$ cat config.mk
export PLATFORM = sky130hd
export DESIGN_NAME = fwd_mux_pipe_flat
export DESIGN_NICKNAME = d
export VERILOG_FILES = /design/src/rtl/fwd_mux_pipe_if.sv /design/src/rtl/fwd_mux_pipe.sv /design/src/flat_wrapper.sv
export SDC_FILE = /design/constraint.sdc
export NUM_CORES = 1
export LEC_CHECK = 0
export ABC_AREA = 1
export CORE_ASPECT_RATIO = 1.75
export CORE_MARGIN = 2
export CORE_UTILIZATION = 39
export CTS_CLUSTER_SIZE = 14
export DETAILED_ROUTE_END_ITERATION = 16
export PLACE_DENSITY = 0.82
export SLEW_MARGIN = 15
export SYNTH_ARGS = -nofsm -noshare
export SYNTH_HDL_FRONTEND = slang
export SYNTH_SLANG_ARGS = --single-unit
$ cat constraint.sdc
create_clock -name clk -period 1.9 [get_ports clk]
set_input_delay 0.285 -clock clk [delete_from_list [all_inputs] [get_ports clk]]
set_output_delay 0.285 -clock clk [all_outputs]
set_load 0.05 [all_outputs]
$ cat src/rtl/fwd_mux_pipe_if.sv
// Operand-forwarding bus between the ID stage and the forwarding selector.
// Carries the register-file read, the in-flight writers and the ID/EX results.
interface fwd_mux_pipe_if #(
  parameter int unsigned WIDTH  = 32,
  parameter int unsigned ADDR_W = 5,
  parameter int unsigned NSRC   = 3,
  parameter int unsigned CNT_W  = 16
);
  localparam int unsigned SEL_W = $clog2(NSRC + 1);

  logic [ADDR_W-1:0]      src_addr;
  logic [WIDTH-1:0]       reg_data;
  logic [NSRC-1:0]        fwd_we;
  logic [NSRC*ADDR_W-1:0] fwd_addr;
  logic [NSRC*WIDTH-1:0]  fwd_data;
  logic [NSRC-1:0]        fwd_rdy;
  logic                   en;
  logic                   flush;
  logic                   stall;
  logic [WIDTH-1:0]       out_data;
  logic [SEL_W-1:0]       out_sel;
  logic                   out_valid;
  logic [CNT_W-1:0]       stall_cnt;

  modport master (
    output src_addr, reg_data, fwd_we, fwd_addr, fwd_data, fwd_rdy, en, flush,
    input  stall, out_data, out_sel, out_valid, stall_cnt
  );

  modport slave (
    input  src_addr, reg_data, fwd_we, fwd_addr, fwd_data, fwd_rdy, en, flush,
    output stall, out_data, out_sel, out_valid, stall_cnt
  );
endinterface

$ cat src/rtl/fwd_mux_pipe.sv
// Priority operand-forwarding selector feeding the ID/EX register, with
// load-use stall detection and a saturating stall-cycle counter.
module fwd_mux_pipe #(
  parameter int unsigned WIDTH      = 32,
  parameter int unsigned ADDR_W     = 5,
  parameter int unsigned NSRC       = 3,
  parameter int unsigned ZERO_GUARD = 1,
  parameter int unsigned CNT_W      = 16
) (
  input logic          clk,
  input logic          reset,
  fwd_mux_pipe_if.slave bus
);
  localparam int unsigned SEL_W = $clog2(NSRC + 1);
  localparam logic [CNT_W-1:0] CNT_MAX = {CNT_W{1'b1}};

  logic [NSRC-1:0]  match;
  logic             found;
  logic [SEL_W-1:0] sel_code;
  logic [WIDTH-1:0] sel_data;
  logic             sel_rdy;
  logic             stall_c;
  logic             zero_blk;

  logic [WIDTH-1:0] out_data_q,  out_data_d;
  logic [SEL_W-1:0] out_sel_q,   out_sel_d;
  logic             out_valid_q, out_valid_d;
  logic [CNT_W-1:0] stall_cnt_q, stall_cnt_d;

  // Youngest matching writer wins; register file when nobody matches.
  always_comb begin
    match    = '0;
    found    = 1'b0;
    sel_code = '0;
    sel_data = bus.reg_data;
    sel_rdy  = 1'b1;
    zero_blk = (ZERO_GUARD != 0) && (bus.src_addr == '0);
    for (int i = 0; i < int'(NSRC); i++) begin
      match[i] = bus.fwd_we[i] && !zero_blk &&
                 (bus.fwd_addr[i*int'(ADDR_W) +: ADDR_W] == bus.src_addr);
      if (match[i] && !found) begin
        found    = 1'b1;
        sel_code = SEL_W'(i + 1);
        sel_data = bus.fwd_data[i*int'(WIDTH) +: WIDTH];
        sel_rdy  = bus.fwd_rdy[i];
      end
    end
    stall_c = found && !sel_rdy;
  end

  // ID/EX register next state: flush, then hold, then bubble, then load.
  always_comb begin
    out_data_d  = out_data_q;
    out_sel_d   = out_sel_q;
    out_valid_d = out_valid_q;
    stall_cnt_d = stall_cnt_q;
    if (bus.flush) begin
      out_data_d  = '0;
      out_sel_d   = '0;
      out_valid_d = 1'b0;
    end else if (bus.en) begin
      if (stall_c) begin
        out_valid_d = 1'b0;
      end else begin
        out_data_d  = sel_data;
        out_sel_d   = sel_code;
        out_valid_d = 1'b1;
      end
    end
    if (bus.en && stall_c && (stall_cnt_q != CNT_MAX)) begin
      stall_cnt_d = stall_cnt_q + CNT_W'(1);
    end
  end

  always_ff @(posedge clk) begin
    if (reset) begin
      out_data_q  <= '0;
      out_sel_q   <= '0;
      out_valid_q <= 1'b0;
      stall_cnt_q <= '0;
    end else begin
      out_data_q  <= out_data_d;
      out_sel_q   <= out_sel_d;
      out_valid_q <= out_valid_d;
      stall_cnt_q <= stall_cnt_d;
    end
  end

  assign bus.stall     = stall_c;
  assign bus.out_data  = out_data_q;
  assign bus.out_sel   = out_sel_q;
  assign bus.out_valid = out_valid_q;
  assign bus.stall_cnt = stall_cnt_q;
endmodule

$ cat src/flat_wrapper.sv
// flat-port wrapper written by rule: the top's interface ports become plain ports
module fwd_mux_pipe_flat 
#(
  parameter int unsigned WIDTH      = 32,
  parameter int unsigned ADDR_W     = 5,
  parameter int unsigned NSRC       = 3,
  parameter int unsigned ZERO_GUARD = 1,
  parameter int unsigned CNT_W      = 16
)
  (clk, reset, bus_src_addr, bus_reg_data, bus_fwd_we, bus_fwd_addr, bus_fwd_data, bus_fwd_rdy, bus_en, bus_flush, bus_stall, bus_out_data, bus_out_sel, bus_out_valid, bus_stall_cnt);
  fwd_mux_pipe_if #(.WIDTH(WIDTH), .ADDR_W(ADDR_W), .NSRC(NSRC), .CNT_W(CNT_W)) bus_i ();
  input logic clk;
  input logic reset;
  input wire logic [$bits(bus_i.src_addr)-1:0] bus_src_addr;
  input wire logic [$bits(bus_i.reg_data)-1:0] bus_reg_data;
  input wire logic [$bits(bus_i.fwd_we)-1:0] bus_fwd_we;
  input wire logic [$bits(bus_i.fwd_addr)-1:0] bus_fwd_addr;
  input wire logic [$bits(bus_i.fwd_data)-1:0] bus_fwd_data;
  input wire logic [$bits(bus_i.fwd_rdy)-1:0] bus_fwd_rdy;
  input wire logic [$bits(bus_i.en)-1:0] bus_en;
  input wire logic [$bits(bus_i.flush)-1:0] bus_flush;
  output wire logic [$bits(bus_i.stall)-1:0] bus_stall;
  output wire logic [$bits(bus_i.out_data)-1:0] bus_out_data;
  output wire logic [$bits(bus_i.out_sel)-1:0] bus_out_sel;
  output wire logic [$bits(bus_i.out_valid)-1:0] bus_out_valid;
  output wire logic [$bits(bus_i.stall_cnt)-1:0] bus_stall_cnt;
  assign bus_i.src_addr = bus_src_addr;
  assign bus_i.reg_data = bus_reg_data;
  assign bus_i.fwd_we = bus_fwd_we;
  assign bus_i.fwd_addr = bus_fwd_addr;
  assign bus_i.fwd_data = bus_fwd_data;
  assign bus_i.fwd_rdy = bus_fwd_rdy;
  assign bus_i.en = bus_en;
  assign bus_i.flush = bus_flush;
  assign bus_stall = bus_i.stall;
  assign bus_out_data = bus_i.out_data;
  assign bus_out_sel = bus_i.out_sel;
  assign bus_out_valid = bus_i.out_valid;
  assign bus_stall_cnt = bus_i.stall_cnt;
  fwd_mux_pipe #(.WIDTH(WIDTH), .ADDR_W(ADDR_W), .NSRC(NSRC), .ZERO_GUARD(ZERO_GUARD), .CNT_W(CNT_W)) u_core (.clk(clk), .reset(reset), .bus(bus_i));
endmodule
==> After elaboration in Yosys (flattened, before gate mapping) <==
Index checks and enable logic that the tools add are counted.
{ "totals": {"inputBits": 158, "reg_bits": 51, "wordCells": 41, "output_inout_bits": 52} }
{ "classes": {"n_reduce_logical": 18, "eq_ne": 4, "add_sub_neg": 1, "mux": 13, "bitwise_logic": 1} }
{ "op_table": {"columns": ["operator", "count"], "rows": [
  ["2-to-1 mux 32 bit", 3],
  ["adder 16 x 1 -> 16 bit (second input constant)", 1],
  ["inequality test 16 bit (second input constant)", 1],
  ["equality test 5 bit", 3],
  ["logical AND 1 bit", 11],
  ["2-to-1 mux 1 bit", 8],
  ["logical NOT 5 bit", 1],
  ["logical NOT 1 bit", 4],
  ["2-to-1 mux 2 bit", 2],
  ["AND reduction 2 bit", 1],
  ["OR reduction 2 bit", 1],
  ["NOT 1 bit", 1]
]} }

==> Longest topological paths before layout <==
Gate-level depths: netlist of run 1.
{ "logic_depth": {"ltp_word": 15, "depth_mapped": 18, "depth_no_buf": 16} }

==> Worst setup path after synthesis of run 1 <==
No wires, ideal clock.
{ "synth_path": {"kind": "register to register", "from": "reg u_core.stall_cnt_q[6], in the netlist u_core.bus.stall_cnt[6]", "to": "reg u_core.stall_cnt_q[9], in the netlist u_core.bus.stall_cnt[9]", "synth_period_minus_slack_ns": 1.883, "t_arrival_ns": 1.769, "path_buffers": 0, "setup_slack_ns": 0.017, "t_required_ns": 1.787, "path_stages_with_launch": 12, "setup_ns": 0.113, "cell_sequence": "dfxtp_1 > nand2_1 > nor2_1 > nand2_1 > nor2_1 > nand3_1 > nand2_1 > nor3_1 > nand4_1 > nand2_1 > nand2_1 > nor2_1"} }
{ "synth_between": {"elab_chain_len": 2, "word_cells_on_any_way": 3, "classes_between": "add/sub: 1; eq/ne: 1; reduce/logical: 1"} }
{ "synth_rtl": {"columns": ["item", "line", "rtl"], "rows": [
  ["from (decl)", "fwd_mux_pipe.sv:28", "logic [CNT_W-1:0] stall_cnt_q, stall_cnt_d;"],
  ["from (signal assigned)", "fwd_mux_pipe.sv:85", "stall_cnt_q <= stall_cnt_d;"],
  ["branches (longest 2 deep; another with adder 16 x 1 -> 16 bit)", null, null]
]} }
Several ways; the timed one is not identified.
A chain may end at the register's enable or synchronous reset.

==> Final worst setup path of run 1 <==
{ "layout_path": {"from": "in bus_fwd_addr[9]", "to": "out bus_stall"} }
{ "layout_between": {"elab_chain_len": 9, "word_cells_on_any_way": 11, "classes_between": "eq/ne: 1; mux: 4; reduce/logical: 6"} }
{ "layout_rtl": {"columns": ["item", "line", "rtl"], "rows": [
  ["from (decl)", "flat_wrapper.sv:17", "input wire logic [$bits(bus_i.fwd_addr)-1:0] bus_fwd_addr;"],
  ["equality test 5 bit (*)", "fwd_mux_pipe.sv:40", "(bus.fwd_addr[i*int'(ADDR_W) +: ADDR_W] == bus.src_addr);"],
  ["logical AND 1 bit (*)", "fwd_mux_pipe.sv:39", "match[i] = bus.fwd_we[i] && !zero_blk &&"],
  ["logical AND 1 bit (*)", "fwd_mux_pipe.sv:41", "if (match[i] && !found) begin"],
  ["2-to-1 mux 1 bit", "fwd_mux_pipe.sv:41", null],
  ["logical NOT 1 bit", "fwd_mux_pipe.sv:41", null],
  ["logical AND 1 bit", "fwd_mux_pipe.sv:41", null],
  ["2-to-1 mux 1 bit", "fwd_mux_pipe.sv:41", null],
  ["logical NOT 1 bit", "fwd_mux_pipe.sv:48", "stall_c = found && !sel_rdy;"],
  ["logical AND 1 bit (*)", "fwd_mux_pipe.sv:48", null],
  ["to (decl)", "flat_wrapper.sv:22", "output wire logic [$bits(bus_i.stall)-1:0] bus_stall;"]
]} }
Mark *: on every way between the ends. The rest lies on a longest branch, timed or not.

==> impl_metrics.yaml, run 1 <==
cells_and_area:
  fillers: 818
  seqCellArea_um2: 1020
  nets: 1030
  multi_input_area_um2: 2330
  drive_gt1_share_pct: 11.8
  syn_to_final_growth_pct: 69.5
clocking:
  path_clk_slew_ns: 0.06
  cts.root.buffer_cell: "clkbuf_16"
  cts_tree: "built"
  clk-insertion-delay-late_ns: 0.29
  cts.sinks: 51
  h-tree-depth: 2
  clk_path_buf_depth: 2
  numCtsBuffers: 5
  postCtsHoldBufs: 0
critical_path:
  arrival_ns: 1.59
  reg2regPathDepth: 11
  startpoint_type: "input pin"
  cp-end-kind: "output port"
  critPathMaxFanout: 4
  critPathRequiredTime_ns: 1.62
  critical_path_class: "input pin to output port"
global_routing:
  grt_pass1_wl_mm: 21.6
  grt_usage_pct: 25.9
  grt_pass1_vias: 4888
  antenna_found_initial: 1
  grt_max_degree: 44
  grt_overflow_total: 0
logic_synthesis:
  synth_top_cell_by_area: "dfxtp_1"
  avgSynthCellArea_um2: 5.65
  syn-num-nets: 816
  ys_types: 28
  ys.warnings.count: 0
  ys.flop_type: "dfxtp_1"
  synth_edf_count: 0
  synth.area.top_cells: "dfxtp_1 (28%), nand2_1 (25%), nor2_1 (12%)"
  synthCells: 657
  synth-seq-area-share_pct: 27.5
  synthTopCellsByCount: "nand2_1 (244), nor2_1 (118), inv_1 (55), dfxtp_1 (51), nand4_1 (46)"
  synthMostInstantiatedCell: "nand2_1"
  syn-cell-area_um2: 3710
  synth_top_area_share_pct: 27.5
  ys_ff_latch: 51
  async_flop_share_pct: 0
pwr:
  power_density_nw_per_um2: 492
  clockPowerShare_pct: 31.8
  p_leak_nw: 2.89
  power.switching_mw: 0.867
  max-vdd-ir-drop_uv: 469
  p_sw_share_pct: 28.0
  seqPwrFrac_pct: 36.6
  combinationalPowerShare_pct: 31.6
  internal_power_mw: 2.23
  power_mw: 3.09
worst_hold_path:
  whs_path_depth: 2
  hp-class: "flip-flop to flip-flop"
floorplan:
  initial_core_util_pct: 39.7
  die_area_um2: 10300
  io_pins: 210
  die_h_um: 133
  core-area_um2: 9350
  dieWidth_um: 77.7
  rows: 47
route:
  dr.pass1.iters: 5
  vias_per_cell: 4.97
  wl_per_cell_um: 13.6
  drt_iter0_markers: 199
  final_antenna_net_count: 0
  routed_wl_mm: 13.6
  post-route-drc-count: 0
  num_vias: 4937
flow_run:
  maxCapViolations: 0
timing:
  period_minus_slack_ns: 1.88
  drv_slew: 0
  fmax_mhz: 532
  worst_pin_slew_ns: 0.571
  max-slew-margin-rel_pct: 61.8
  whs_ns: 0.481
  setup_viol: 0
  hold_viol: 0
  setup_slack_ns: 0.0207
  period_share_pct: 98.9
  finalClockSkew_ns: 0.00372
placement:
  place_congestion: 0.934
  dp_slack_ns: -0.523
  place_hpwl_mm: 10.8
  portBuffers: 209
status:
  outcome: "finished, final reports clean"
[power groups by stage]
stage	Sequential (mW)	Combinational, mW	Clock, mW
floorplan	1.29	0.321	0
global placement	1.15	0.954	0
detailed placement	1.16	0.972	0
CTS	1.13	0.972	1.01
global route	1.14	1.05	1.06
finish	1.13	0.978	0.984
[worst max-delay path, stage by stage]
cell and delay, ns:
dlygate4sd2_1 0.24, inv_1 0.06, nand2_1 0.06, nand2_1 0.05
nor2_1 0.12, nand2_1 0.11, inv_1 0.09, nand2_2 0.09
nand3_4 0.11, nand3_4 0.10, nand2_4 0.09, inv_4 0.05
buf_12 0.14
[flip-flops by register name, indices dropped and copies added, names as in the netlist]
register / flops
u_core.bus.out_sel: 2
u_core.bus.out_valid: 1
u_core.bus.out_data: 32
u_core.bus.stall_cnt: 16
[final timing paths]
| path | from | end | slack (ns) |
|---|---|---|---|
| worst min-delay path | u_core.bus.out_data[4] | u_core.bus.out_data[4] | 0.48 |
| worst min register to register | u_core.bus.out_data[4] | u_core.bus.out_data[4] | 0.48 |
| worst max-delay path | bus_fwd_addr[9] | bus_stall | 0.02 |
| worst max register to register | u_core.bus.stall_cnt[7] | u_core.bus.stall_cnt[8] | 0.20 |
[kinds of logic (layout without fill, tap and decap cells)]
logic type               Yosys count  in the layout  share of synthesized area, %
AND/OR/NAND/NOR                  495            495                          58.3
AO/OA/AOI/OAI                     12             12                          2.16
adder cells (fa/ha/maj)            1              1                         0.337
buffers and inverters             97            311                          11.5
flip-flops                        51             51                          27.5
XOR/XNOR                           1              1                         0.236
other                              0              1                             0
[layout make-up]
type                            count  area share, %
Antenna cell                        1         0.0398
Inverter                           62           3.74
Multi-Input combinational cell    509           37.1
Sequential cell                    51           16.2
Tap cell                          122           2.43
Clock inverter                      1          0.478
Timing Repair Buffer              242           37.9
Clock buffer                        6           2.05
[per-layer routing]
layer / part of all wire, % / GRT usage (%) / up-vias
met3: 6.1 / 4.84 / 57
met1: 34 / 24.9 / 2180
met4: 6.1 / 18.0 / 0
met5: 0 / 0 / -
met2: 54 / 48.2 / 235
li1: - / - / 2465
[through the flow]
| step | std cells | util [%] | setup TNS [ns] | instance area (um2) |
|---|---|---|---|---|
| 4_1_cts | 992 | 67.0 | 0 | 6260 |
| 5_1_grt | 994 | 67.3 | -0.000821 | 6290 |
| 3_3_place_gp | 980 | 64.6 | -19.56 | 6040 |
| 2_1_floorplan | 657 | - | 0 | 3710 |
| 6_report | 994 | 67.3 | 0 | 6290 |
| 3_5_place_dp | 980 | 64.6 | -23.71 | 6040 |
[what timing repair did]
item / in CTS / in global routing
pin swaps: 22 / 15
setup buffers: 5 / 1
endpoints found under the setup margin: 50 / 50
gates resized for setup: 39 / 18
cloned: 0 / 1
[layout by cell type (no fill, tap or decap), drive strengths merged, types with 2 or more instances in the layout]
cell / instances
dfxtp: 51
nand3: 44
o21bai: 7
buf: 40
clkdlybuf4s50: 180
or2: 32
inv: 61
nand4: 47
clkbuf: 10
nor3: 2
o21ai: 3
dlygate4sd2: 17
nor2: 120
nand2: 248
(Power assumes the default switching activity.)
==> run 2: changes to the inputs <==
- CAP_MARGIN: default -> 20
- REMOVE_ABC_BUFFERS: default -> 1
- SLEW_MARGIN: 15 -> 20
==> impl_metrics.yaml, run 2 (synthesis results as in run 1) <==
timing:
  period_share_pct: 96.1
  max-slew-margin-rel_pct: 61.7
  worst_pin_slew_ns: 0.572
  setup_viol: 0
  finalClockSkew_ns: 0.00384
  period_minus_slack_ns: 1.83
  hold_viol: 0
  drv_slew: 0
  fmax_mhz: 548
  whs_ns: 0.482
global_routing:
  grt_overflow_total: 0
  grt_usage_pct: 25.9
  grt_pass1_vias: 4965
  grt_pass1_wl_mm: 21.7
  grt_max_degree: 36
  antenna_found_initial: 0
status:
  outcome: "finished, final reports clean"
critical_path:
  cp-end-kind: "output port"
  arrival_ns: 1.54
  critical_path_class: "input pin to output port"
  startpoint_type: "input pin"
  critPathRequiredTime_ns: 1.62
  critPathMaxFanout: 2
cells_and_area:
  largest_register_ffs: 32
  fin_util_pct: 68.7
  syn_to_final_growth_pct: 73.2
  seqCellArea_um2: 1020
  multi_input_area_um2: 2360
  nets: 1036
  n_antenna_cell: 0
  drive_gt1_share_pct: 12.9
  final_common_cell: "nand2_1"
  fillers: 815
  final_cell_mix: "nand2_1 (239), clkdlybuf4s50_1 (184), nor2_1 (109)"
clocking:
  path_clk_slew_ns: 0.07
  h-tree-depth: 2
  cts_tree: "built"
  clk-insertion-delay-late_ns: 0.29
  cts.root.buffer_cell: "clkbuf_16"
  clk_path_buf_depth: 2
  postCtsHoldBufs: 0
  numCtsBuffers: 5
  cts.sinks: 51
pwr:
  p_sw_share_pct: 28.6
  power.switching_mw: 0.899
  internal_power_mw: 2.24
  clockPowerShare_pct: 32.5
  max-vdd-ir-drop_uv: 337
  power_density_nw_per_um2: 488
  p_leak_nw: 2.93
  combinationalPowerShare_pct: 31.5
  seqPwrFrac_pct: 36.0
floorplan:
  rows: 47
  die_area_um2: 10300
  io_pins: 210
  initial_core_util_pct: 39.7
  dieWidth_um: 77.7
  die_h_um: 133
  core-area_um2: 9350
route:
  wl_per_cell_um: 13.6
  routed_wl_mm: 13.6
  vias_per_cell: 5.01
  num_vias: 5011
  post-route-drc-count: 0
  final_antenna_net_count: 0
  dr.pass1.iters: 5
  drt_iter0_markers: 244
placement:
  place_hpwl_mm: 10.7
  portBuffers: 209
  place_congestion: 0.990
flow_run:
  maxCapViolations: 0
worst_hold_path:
  hp-class: "flip-flop to flip-flop"
run 2: cell types whose count changed in the layout (fill, tap and decap cells not counted), sizes merged:
| cell | change |
|---|---|
| diode | -1 |
| dlygate4sd2 | -3 |
| clkdlybuf4s15 | +2 |
| clkdlybuf4s50 | +4 |
| clkinv | +2 |
| buf | +2 |
run 2: layout make-up:
class	instances	share of cell area, %
Sequential cell	51	15.9
Multi-Input combinational cell	509	36.7
Tap cell	122	2.37
Clock buffer	5	1.95
Clock inverter	3	0.681
Inverter	62	3.62
Timing Repair Buffer	248	38.7
run 2: routing by layer:
layer  wire, um  global-route usage [%]  part of all wire, %  vias to the layer above
met2       7190                    48.0                   53                      246
met5          0                       0                    0                        -
met4        926                    17.5                  6.8                        0
met3        943                    5.12                  6.9                       73
met1       4550                    25.1                   33                     2207
li1           -                       -                    -                     2485
run 2: per-stage QoR:
step                TNS, ns  instances  power (mW)  worst slack [ns]  cell area [um2]
finish                    0       1000        3.14            0.0743             6430
global route        -0.0535       1000        3.30           -0.0193             6430
CTS                       0        998        3.15           0.00267             6360
detailed placement   -26.44        984        2.13            -0.593             6120
global placement     -21.89        984        2.11            -0.518             6120
floorplan            -36.68        622        1.57            -0.869             3520
run 2: final timing paths:
path	from	to	slack [ns]	cells past startpoint
worst min register to register	u_core.bus.out_data[10]	u_core.bus.out_data[10]	0.48	2
worst max-delay path	bus_fwd_addr[13]	bus_stall	0.07	12
worst max register to register	u_core.bus.stall_cnt[13]	u_core.bus.stall_cnt[8]	0.12	9
worst min-delay path	u_core.bus.out_data[10]	u_core.bus.out_data[10]	0.48	2
run 2: critical path: stages:
cell,delay [ns]
dlygate4sd2_1,0.23
inv_1,0.04
nand2_1,0.05
nand2_1,0.06
nor2_2,0.15
nand2_2,0.09
nor2_4,0.13
buf_6,0.12
nand4_4,0.09
nand2_4,0.10
inv_2,0.05
buf_12,0.14
run 2: timing repair:
item | in CTS | in global routing
endpoints found under the setup margin | 52 | 47
gates cloned | 0 | 1
buffers inserted | 6 | 1
pin swaps | 20 | 15
endpoints found under the hold margin | 0 | 0
resized for setup | 42 | 29
run 2: power groups by stage:
stage / registers [mW] / clock network [mW] / logic (mW)
after CTS: 1.13 / 1.04 / 0.976
after global routing: 1.13 / 1.10 / 1.07
final: 1.13 / 1.02 / 0.988
after detailed placement: 1.15 / 0 / 0.975
after floorplan: 1.29 / 0 / 0.287
after global placement: 1.15 / 0 / 0.959
